[config.mk]
export PLATFORM = sky130hd
export DESIGN_NAME = uart_receiver
export DESIGN_NICKNAME = d
export VERILOG_FILES = /design/src/rtl/uart_receiver.sv
export SDC_FILE = /design/constraint.sdc
export NUM_CORES = 1
export LEC_CHECK = 0
export BUFFER_PORTS_ARGS = -buffer_cell sky130_fd_sc_hd__buf_2
export CORE_MARGIN = 5
export CORE_UTILIZATION = 40
export DETAILED_ROUTE_END_ITERATION = 16
export SYNTH_ARGS = -nofsm -noshare
export SYNTH_HDL_FRONTEND = slang
export SYNTH_SLANG_ARGS = --single-unit
[constraint.sdc]
create_clock -name clock -period 2.5 [get_ports clock]
set_input_delay 0.25 -clock clock [delete_from_list [all_inputs] [get_ports clock]]
set_output_delay 0.25 -clock clock [all_outputs]
set_load 0.05 [all_outputs]
[src/rtl/uart_receiver.sv]
// -----------------------------------------------------------------------------
// uart_receiver
//
// UART receive engine. It runs on the 50 MHz system clock and uses a 16x
// oversample tick derived from the same 2-bit baud_rate select as the transmit
// side. It samples the synchronized serial line at mid-bit and assembles
// LSB-first frames: 1 start bit, DATA_BITS data bits, optional even parity and
// 1 stop bit. Each completed frame is reported with a one-clock rx_done strobe.
// The data word and the error flags hold until the next strobe.
//
// Optional feature macro: UART_RX_PARITY_EN
//   defined   : a PARITY state with even parity is included, and parity_err
//               reports a mismatch.
//   undefined : the frame is start + data + stop, and parity_err is tied 0.
//
// Parameters
//   DATA_BITS   data bits per frame, 5..8
//   DIV_2400    tick divisor for select 00 (default 1302 at 50 MHz)
//   DIV_4800    tick divisor for select 01 (default 651)
//   DIV_9600    tick divisor for select 10 (default 326)
//   DIV_19200   tick divisor for select 11 (default 163)
//   The divisors are parameters only so that a simulation can shorten bit
//   times. Synthesis uses the defaults.
//
// Ports
//   clock       in   system clock
//   reset_n     in   asynchronous active-low reset
//   baud_rate   in   00=2400, 01=4800, 10=9600, 11=19200
//   rx_in       in   serial line, asynchronous, idle high
//   rx_data     out  last received data word, LSB = first bit received
//   rx_done     out  one-clock strobe: frame complete, outputs updated
//   frame_err   out  stop bit sampled 0 in the last frame
//   parity_err  out  parity mismatch in the last frame
//   rx_busy     out  high in any state except IDLE
// -----------------------------------------------------------------------------
module uart_receiver #(
    parameter int DATA_BITS = 8,
    parameter int DIV_2400  = 1302,
    parameter int DIV_4800  = 651,
    parameter int DIV_9600  = 326,
    parameter int DIV_19200 = 163
) (
    input  logic                 clock,
    input  logic                 reset_n,
    input  logic [1:0]           baud_rate,
    input  logic                 rx_in,
    output logic [DATA_BITS-1:0] rx_data,
    output logic                 rx_done,
    output logic                 frame_err,
    output logic                 parity_err,
    output logic                 rx_busy
);

    localparam int BIT_CNT_W = (DATA_BITS > 1) ? $clog2(DATA_BITS) : 1;
    localparam logic [BIT_CNT_W-1:0] LAST_BIT = BIT_CNT_W'(DATA_BITS - 1);

    // FSM encoding kept as plain constants for compatibility with older tools
    localparam logic [2:0] S_IDLE   = 3'd0;
    localparam logic [2:0] S_START  = 3'd1;
    localparam logic [2:0] S_DATA   = 3'd2;
    localparam logic [2:0] S_PARITY = 3'd3;
    localparam logic [2:0] S_STOP   = 3'd4;

    // Oversample count at which the middle of the start bit is reached, and
    // the count that closes a full bit period.
    localparam logic [3:0] OS_MID  = 4'd7;
    localparam logic [3:0] OS_LAST = 4'd15;

    // -------------------------------------------------------------------------
    // Input synchronizer
    // -------------------------------------------------------------------------
    logic rx_meta;
    logic rxs;

    // NOTE: sequential state is assigned with non-blocking (<=) so that every
    // flop samples the values from before the edge. With blocking assignment,
    // rx_meta would pass straight through to rxs in a single clock.
    always_ff @(posedge clock or negedge reset_n) begin
        if (!reset_n) begin
            // Both flops reset to the idle line level so that leaving reset
            // does not look like a start edge.
            rx_meta <= 1'b1;
            rxs     <= 1'b1;
        end else begin
            rx_meta <= rx_in;
            rxs     <= rx_meta;
        end
    end

    // -------------------------------------------------------------------------
    // 16x tick generator
    // -------------------------------------------------------------------------
    logic [10:0] tick_cnt;
    logic [10:0] tick_limit;
    logic        tick;

    // NOTE: every variable written in always_comb gets a default before any
    // branch. A path that leaves it unassigned would infer a latch.
    always_comb begin
        tick_limit = 11'(DIV_2400 - 1);
        case (baud_rate)
            2'b00:   tick_limit = 11'(DIV_2400 - 1);
            2'b01:   tick_limit = 11'(DIV_4800 - 1);
            2'b10:   tick_limit = 11'(DIV_9600 - 1);
            default: tick_limit = 11'(DIV_19200 - 1);
        endcase
    end

    // The >= compare (rather than ==) bounds the counter when a rate change
    // leaves it above the new limit. Without it, the counter would run the
    // long way round through 2047.
    assign tick = (tick_cnt >= tick_limit);

    always_ff @(posedge clock or negedge reset_n) begin
        if (!reset_n) begin
            tick_cnt <= '0;
        end else if (tick) begin
            tick_cnt <= '0;
        end else begin
            tick_cnt <= tick_cnt + 11'd1;
        end
    end

    // -------------------------------------------------------------------------
    // Receive FSM and datapath
    // -------------------------------------------------------------------------
    logic [2:0]           state;
    logic [3:0]           os_cnt;
    logic [BIT_CNT_W-1:0] bit_cnt;
    logic [DATA_BITS-1:0] shift_reg;

`ifdef UART_RX_PARITY_EN
    logic par_bit;
    logic par_err_next;

    // Even parity: the data bits plus the parity bit must XOR to 0.
    assign par_err_next = (^shift_reg) ^ par_bit;
`else
    assign parity_err = 1'b0;
`endif

    always_ff @(posedge clock or negedge reset_n) begin
        if (!reset_n) begin
            state      <= S_IDLE;
            os_cnt     <= '0;
            bit_cnt    <= '0;
            shift_reg  <= '0;
            rx_data    <= '0;
            rx_done    <= 1'b0;
            frame_err  <= 1'b0;
`ifdef UART_RX_PARITY_EN
            par_bit    <= 1'b0;
            parity_err <= 1'b0;
`endif
        end else begin
            rx_done <= 1'b0;

            if (tick) begin
                // os_cnt is a 4-bit counter, so it wraps from 15 to 0 by
                // itself at each bit boundary inside DATA. Only state entries
                // that interrupt the count need an explicit clear.
                os_cnt <= os_cnt + 4'd1;

                case (state)
                    S_IDLE: begin
                        if (!rxs) begin
                            state  <= S_START;
                            os_cnt <= '0;
                        end
                    end

                    S_START: begin
                        if (os_cnt == OS_MID) begin
                            os_cnt <= '0;
                            if (!rxs) begin
                                state   <= S_DATA;
                                bit_cnt <= '0;
                            end else begin
                                // The line went high again before mid-bit,
                                // so this was a glitch. Drop it silently.
                                state <= S_IDLE;
                            end
                        end
                    end

                    S_DATA: begin
                        if (os_cnt == OS_LAST) begin
                            // LSB-first: after DATA_BITS right shifts, the
                            // first bit received has reached bit 0.
                            shift_reg <= {rxs, shift_reg[DATA_BITS-1:1]};
                            if (bit_cnt == LAST_BIT) begin
`ifdef UART_RX_PARITY_EN
                                state <= S_PARITY;
`else
                                state <= S_STOP;
`endif
                            end else begin
                                bit_cnt <= bit_cnt + 1'b1;
                            end
                        end
                    end

`ifdef UART_RX_PARITY_EN
                    S_PARITY: begin
                        if (os_cnt == OS_LAST) begin
                            par_bit <= rxs;
                            state   <= S_STOP;
                        end
                    end
`endif

                    S_STOP: begin
                        // Returning to IDLE at mid-stop-bit leaves half a bit
                        // of margin for a back-to-back start edge.
                        if (os_cnt == OS_LAST) begin
                            rx_data    <= shift_reg;
                            frame_err  <= ~rxs;
`ifdef UART_RX_PARITY_EN
                            parity_err <= par_err_next;
`endif
                            rx_done    <= 1'b1;
                            state      <= S_IDLE;
                        end
                    end

                    default: begin
                        state  <= S_IDLE;
                        os_cnt <= '0;
                    end
                endcase
            end
        end
    end

    assign rx_busy = (state != S_IDLE);

endmodule

Yosys cells after proc, flatten, opt, wreduce, memory -nomap -nowiden
Index checks and enable logic that the tools add are counted.
Widths: inputs -> output; s select.
{"block": "word_totals", "ff_bits": 41, "inputBits": 5, "out_inout_bits": 12, "elab_cells": 59}
{"block": "op_classes", "add_sub_neg": 3, "order_cmp": 1, "eq_ne": 15, "mux": 20, "bitwise_logic": 1, "n_reduce_logical": 9}
{"operator": "$pmux 11 s3", "n": 1}
{"operator": "$mux 3", "n": 9}
{"operator": "$ne 2x2->1 const B", "n": 7}
{"operator": "$pmux 3 s4", "n": 1}
{"operator": "$pmux 4 s3", "n": 1}
{"operator": "$reduce_and 6->1", "n": 2}
{"operator": "$add 11x1->11 const B", "n": 1}
{"operator": "$ge 11x11->1", "n": 1}
{"operator": "$mux 11", "n": 1}
{"operator": "$mux 4", "n": 2}
{"operator": "$eq 3x3->1 const B", "n": 2}
{"operator": "$pmux 3 s2", "n": 1}
{"operator": "$reduce_and 3->1", "n": 2}
{"operator": "$add 4x1->4 const B", "n": 1}
{"operator": "$eq 4x3->1 const B", "n": 1}
{"operator": "$eq 4x4->1 const B", "n": 1}
{"operator": "$add 3x1->3 const B", "n": 1}
{"operator": "$eq 3x1->1 const B", "n": 1}
{"operator": "$eq 3x2->1 const B", "n": 1}
{"operator": "$logic_not 3->1", "n": 1}
{"operator": "$mux 1", "n": 3}
{"operator": "$reduce_bool 3->1", "n": 1}
{"operator": "$eq 2x1->1 const B", "n": 1}
{"operator": "$eq 2x2->1 const B", "n": 1}
{"operator": "other kinds (5)", "n": 5}

Logic depth before layout (Yosys ltp)
{"block": "depth", "ltp_word": 4, "mapped_depth": 10, "mapped_depth_nobuf": 9}

Worst setup path before layout
Ideal clock, no wire load.
{"block": "synth_timing", "path_type": "input to register", "start": "in baud_rate[0]", "end": "reg rx_data[0]", "setup_ps": 125, "t_arrival_ps": 1903, "t_required_ps": 2375, "slack_ps": 472, "path_stages": 9, "path_buffers": 1, "cell_sequence": "or2_2 > ha_1 > nand4_1 > nor2_1 > a21oi_1 > o21ai_2 > and3_1 > buf_6 > mux2_4"}
{"block": "synth_via", "elab_chain_cells": 4, "elab_cells_between_ends": 6, "classes_between": "order compare: 1; eq/ne: 2; mux: 1; reduce/logical: 2"}
{"item": "from (decl)", "line_no": "45", "text": "input logic [1:0] baud_rate,"}
{"item": "$eq 2x2->1, or another cell as far along", "line_no": "101", "text": "case (baud_rate)"}
{"item": "$pmux 11 s3 (*)", "line_no": "101"}
{"item": "$ge 11x11->1 (*)", "line_no": "112", "text": "assign tick = (tick_cnt >= tick_limit);"}
{"item": "$reduce_and 3->1 (no line) (*)"}
{"item": "to (signal assigned)", "line_no": "216", "text": "rx_data <= shift_reg;"}
{"item": "to (decl)", "line_no": "47", "text": "output logic [DATA_BITS-1:0] rx_data,"}
Mark *: on every way between the ends. The rest lies on a longest branch, timed or not.
A chain may end at the register's enable or synchronous reset.

Worst setup path after layout
{"block": "layout_timing", "start": "reg tick_cnt[5]", "end": "reg shift_reg[6]"}
{"block": "layout_via", "elab_chain_cells": 2}
{"item": "from (decl)", "line_no": "93", "text": "logic [10:0] tick_cnt;"}
{"item": "from (signal assigned)", "line_no": "120", "text": "tick_cnt <= tick_cnt + 11'd1;"}
{"item": "$ge 11x11->1", "line_no": "112"}
{"item": "$reduce_and 3->1 (no line)"}
{"item": "to (signal assigned)", "line_no": "190", "text": "shift_reg <= {rxs, shift_reg[DATA_BITS-1:1]};"}
{"item": "to (decl)", "line_no": "130", "text": "logic [DATA_BITS-1:0] shift_reg;"}
No other way between the ends.

==> flow_summary.toml <==
[outcome]
status = "finished clean"

[setup_path]
crit_type = "flop to flop"
crit_path_cell_trace = "ha_1 > a41o_1 > a21oi_1 > o21ai_2 > and3_1 > buf_12 > mux2_4"
cp_num_buf_inv = 1
worstPathMaxFanout = 8
critPathTopFamily = "compound AO/OA/AOI/OAI gates"
cp-end-kind = "flop"
cp_slowest_stage_delay_ns = 0.46
start_kind = "flop"
critPathSlowestCell = "dfrtp_1"
crit_required_ns = 2.68
crit_arrival_ns = 2.31

[timing]
fin_ws_ns = 0.371
relSlewSlack_pct = 41.4
hold_slack_ns = 0.0525
rsz0062_at_grt = "false"
min_period_over_period_pct = 85.2
fmax_mhz = 470
setup_viol = 0
drv_slew = 0
finalHoldViolations = 0
setup_tns_ns = 0
finClkSkew_ns = 0.0106
fin_crit_ns = 2.13
worst_pin_slew_ns = 0.879

[layout]
nets = 229
nFillCells = 478
drive_gt1_share_pct = 23.3
diodes = 0
largest_reg_flops = 11
multi_input_area_sq_mm = 0.00104
area_delta_synth_final_pct = 13.0
seq_area_sq_mm = 0.00103

[die]
die_w_um = 83.4
io_pins = 17
coreArea_sq_mm = 0.00517
start_util_pct = 41.6
die_h_um = 83.4
rows = 26
dieArea_sq_mm = 0.00695

[clock_network]
cts_resized = 0
cts_tree = "yes"
clock_latency_ns = 0.30
cts-root-buf = "clkbuf_8"
clk_pin_slew_ns = 0.09
numCtsBuffers = 5
post_cts_buffers = 0
cts.sinks = 41
clk_path_buf_depth = 2
htreeDepth = 2
postCtsHoldBufs = 0

[detailed_routing]
avgViaCountPerCell = 4.99
wl_um = 3620
vias = 1396
dr.pass1.iters = 4
drt_iter0_drc = 55
wl_per_cell_um = 12.9
ant_nets = 0
drc = 0

[min_path]
hp-class = "input pin to flop"

[global_route]
grtUsageTotal_pct = 11.9
grt_pass1_vias = 1406
grt_remaining_overflow = 0
grt_start_max_net_pins = 42
grt_pass1_wl_um = 6650
antenna_found_initial = 0

[flow_run]
drv_cap = 0

[logic_synthesis]
seq_area_frac_synth_pct = 47.8
ys.flop_type = "dfrtp_1"
synth-edff-count = 0
async_reset_ff_share_pct = 100
ys_types = 40
synth_warnings = 0
syn_area_sq_mm = 0.00215
syn_inst = 190
syn_nets = 210
synth-seq-cells = 41
synth_area_per_cell_sq_um = 11.3

[placement]
routabilityCongestion = 0.780
place_ws_ns = 0.138
io_buffers = 15
dpl.hpwl_um = 2610

[pwr]
peakVddDrop_mv = 0.345
p_per_area_mw_per_mm2 = 824
p_leak_uw = 0.00120
finalPower_uw = 2010
==> cell usage after synthesis (2+ instances only) <==
library cell  number  area (sq um)
a21oi_1            7          35.0
a41o_1             2          20.0
and3_1             6          37.5
buf_2              3          15.0
buf_6              2          22.5
dfrtp_1           39           976
dfstp_2            2          52.6
ha_1              15           188
inv_1             10          37.5
mux2_2             2          22.5
mux2_4            16           240
mux2i_1            5          50.1
nand2_1           13          48.8
nand2b_1           4          25.0
nand3_1            7          35.0
nand4_1            2          12.5
nor2_1            19          71.3
nor3_1             2          10.0
o21ai_0            5          25.0
o22ai_1            2          12.5
xnor2_1            4          35.0
xor2_1             5          43.8
==> worst reg2reg max path: stages, from the launching register on <==
cell	delay [ns]
dfrtp_1	0.46
ha_1	0.35
a41o_1	0.17
a21oi_1	0.05
o21ai_2	0.27
and3_1	0.27
buf_12	0.15
mux2_4	0.30
==> path summary, 6_finish.rpt <==
kind,cells past startpoint,from,slack [ns],to
worst max-delay path,7,tick_cnt[5],0.37,shift_reg[6]
worst min-delay path,1,rx_in,0.05,rx_meta
worst max register to register,7,tick_cnt[5],0.37,shift_reg[6]
worst min register to register,0,rx_meta,0.36,rxs
max in group asynchronous,1,reset_n,1.88,bit_cnt[0]
min in group asynchronous,1,reset_n,0.07,rx_data[2]
==> cell families (layout without fill, tap and decap cells) <==
logic type               count (synthesis)  after routing  synth area share [%]
buffers and inverters                   16             36                  3.84
multiplexers                            24             24                  15.0
adder cells (fa/ha/maj)                 15             15                  8.72
AND/OR/NAND/NOR                         59             59                  13.1
AO/OA/AOI/OAI                           25             25                  7.73
XOR/XNOR                                 9              9                  3.66
other                                    1              1                 0.174
flip-flops                              41             41                  47.8
==> final cells by class <==
type,instances,area share (%)
multi-input combinational,133,42.8
sequential,41,42.3
timing repair buffer,18,5.04
tap,70,3.60
clock buffer,5,2.83
clock inverter,3,1.90
inverter,10,1.54
==> stage by stage <==
stage          util, %  cells  instance area, sq um
4_1_cts           47.0    280                  2430
2_1_floorplan        -    190                  2150
5_1_grt           47.0    280                  2430
3_5_place_dp      44.8    272                  2320
6_report          47.0    280                  2430
3_3_place_gp      44.8    272                  2320
==> per-layer routing <==
metal	GRT usage, %	wire length (um)	up-vias
met5	0	0	-
met4	4.01	27	0
met3	4.26	143	4
met2	18.2	1700	17
met1	15.7	1750	674
li1	-	-	701
==> layout by cell type, fill, tap and decap left out, drive strengths merged, types with 4 or more instances in the layout <==
cell / instances
nand3: 7
o21ai: 7
and3: 6
ha: 15
inv: 10
dfrtp: 39
nand2: 13
nand2b: 4
nor2: 19
buf: 18
a21oi: 7
mux2: 19
clkbuf: 5
xnor2: 4
xor2: 5
mux2i: 5
==> power by group <==
group | internal, uW | switching, uW | leakage, uW | total [uW]
clock | 299 | 244 | 0.0000543 | 543
sequential | 769 | 130 | 0.000527 | 898
combinational | 239 | 325 | 0.000618 | 564
(Power assumes the default switching activity.)
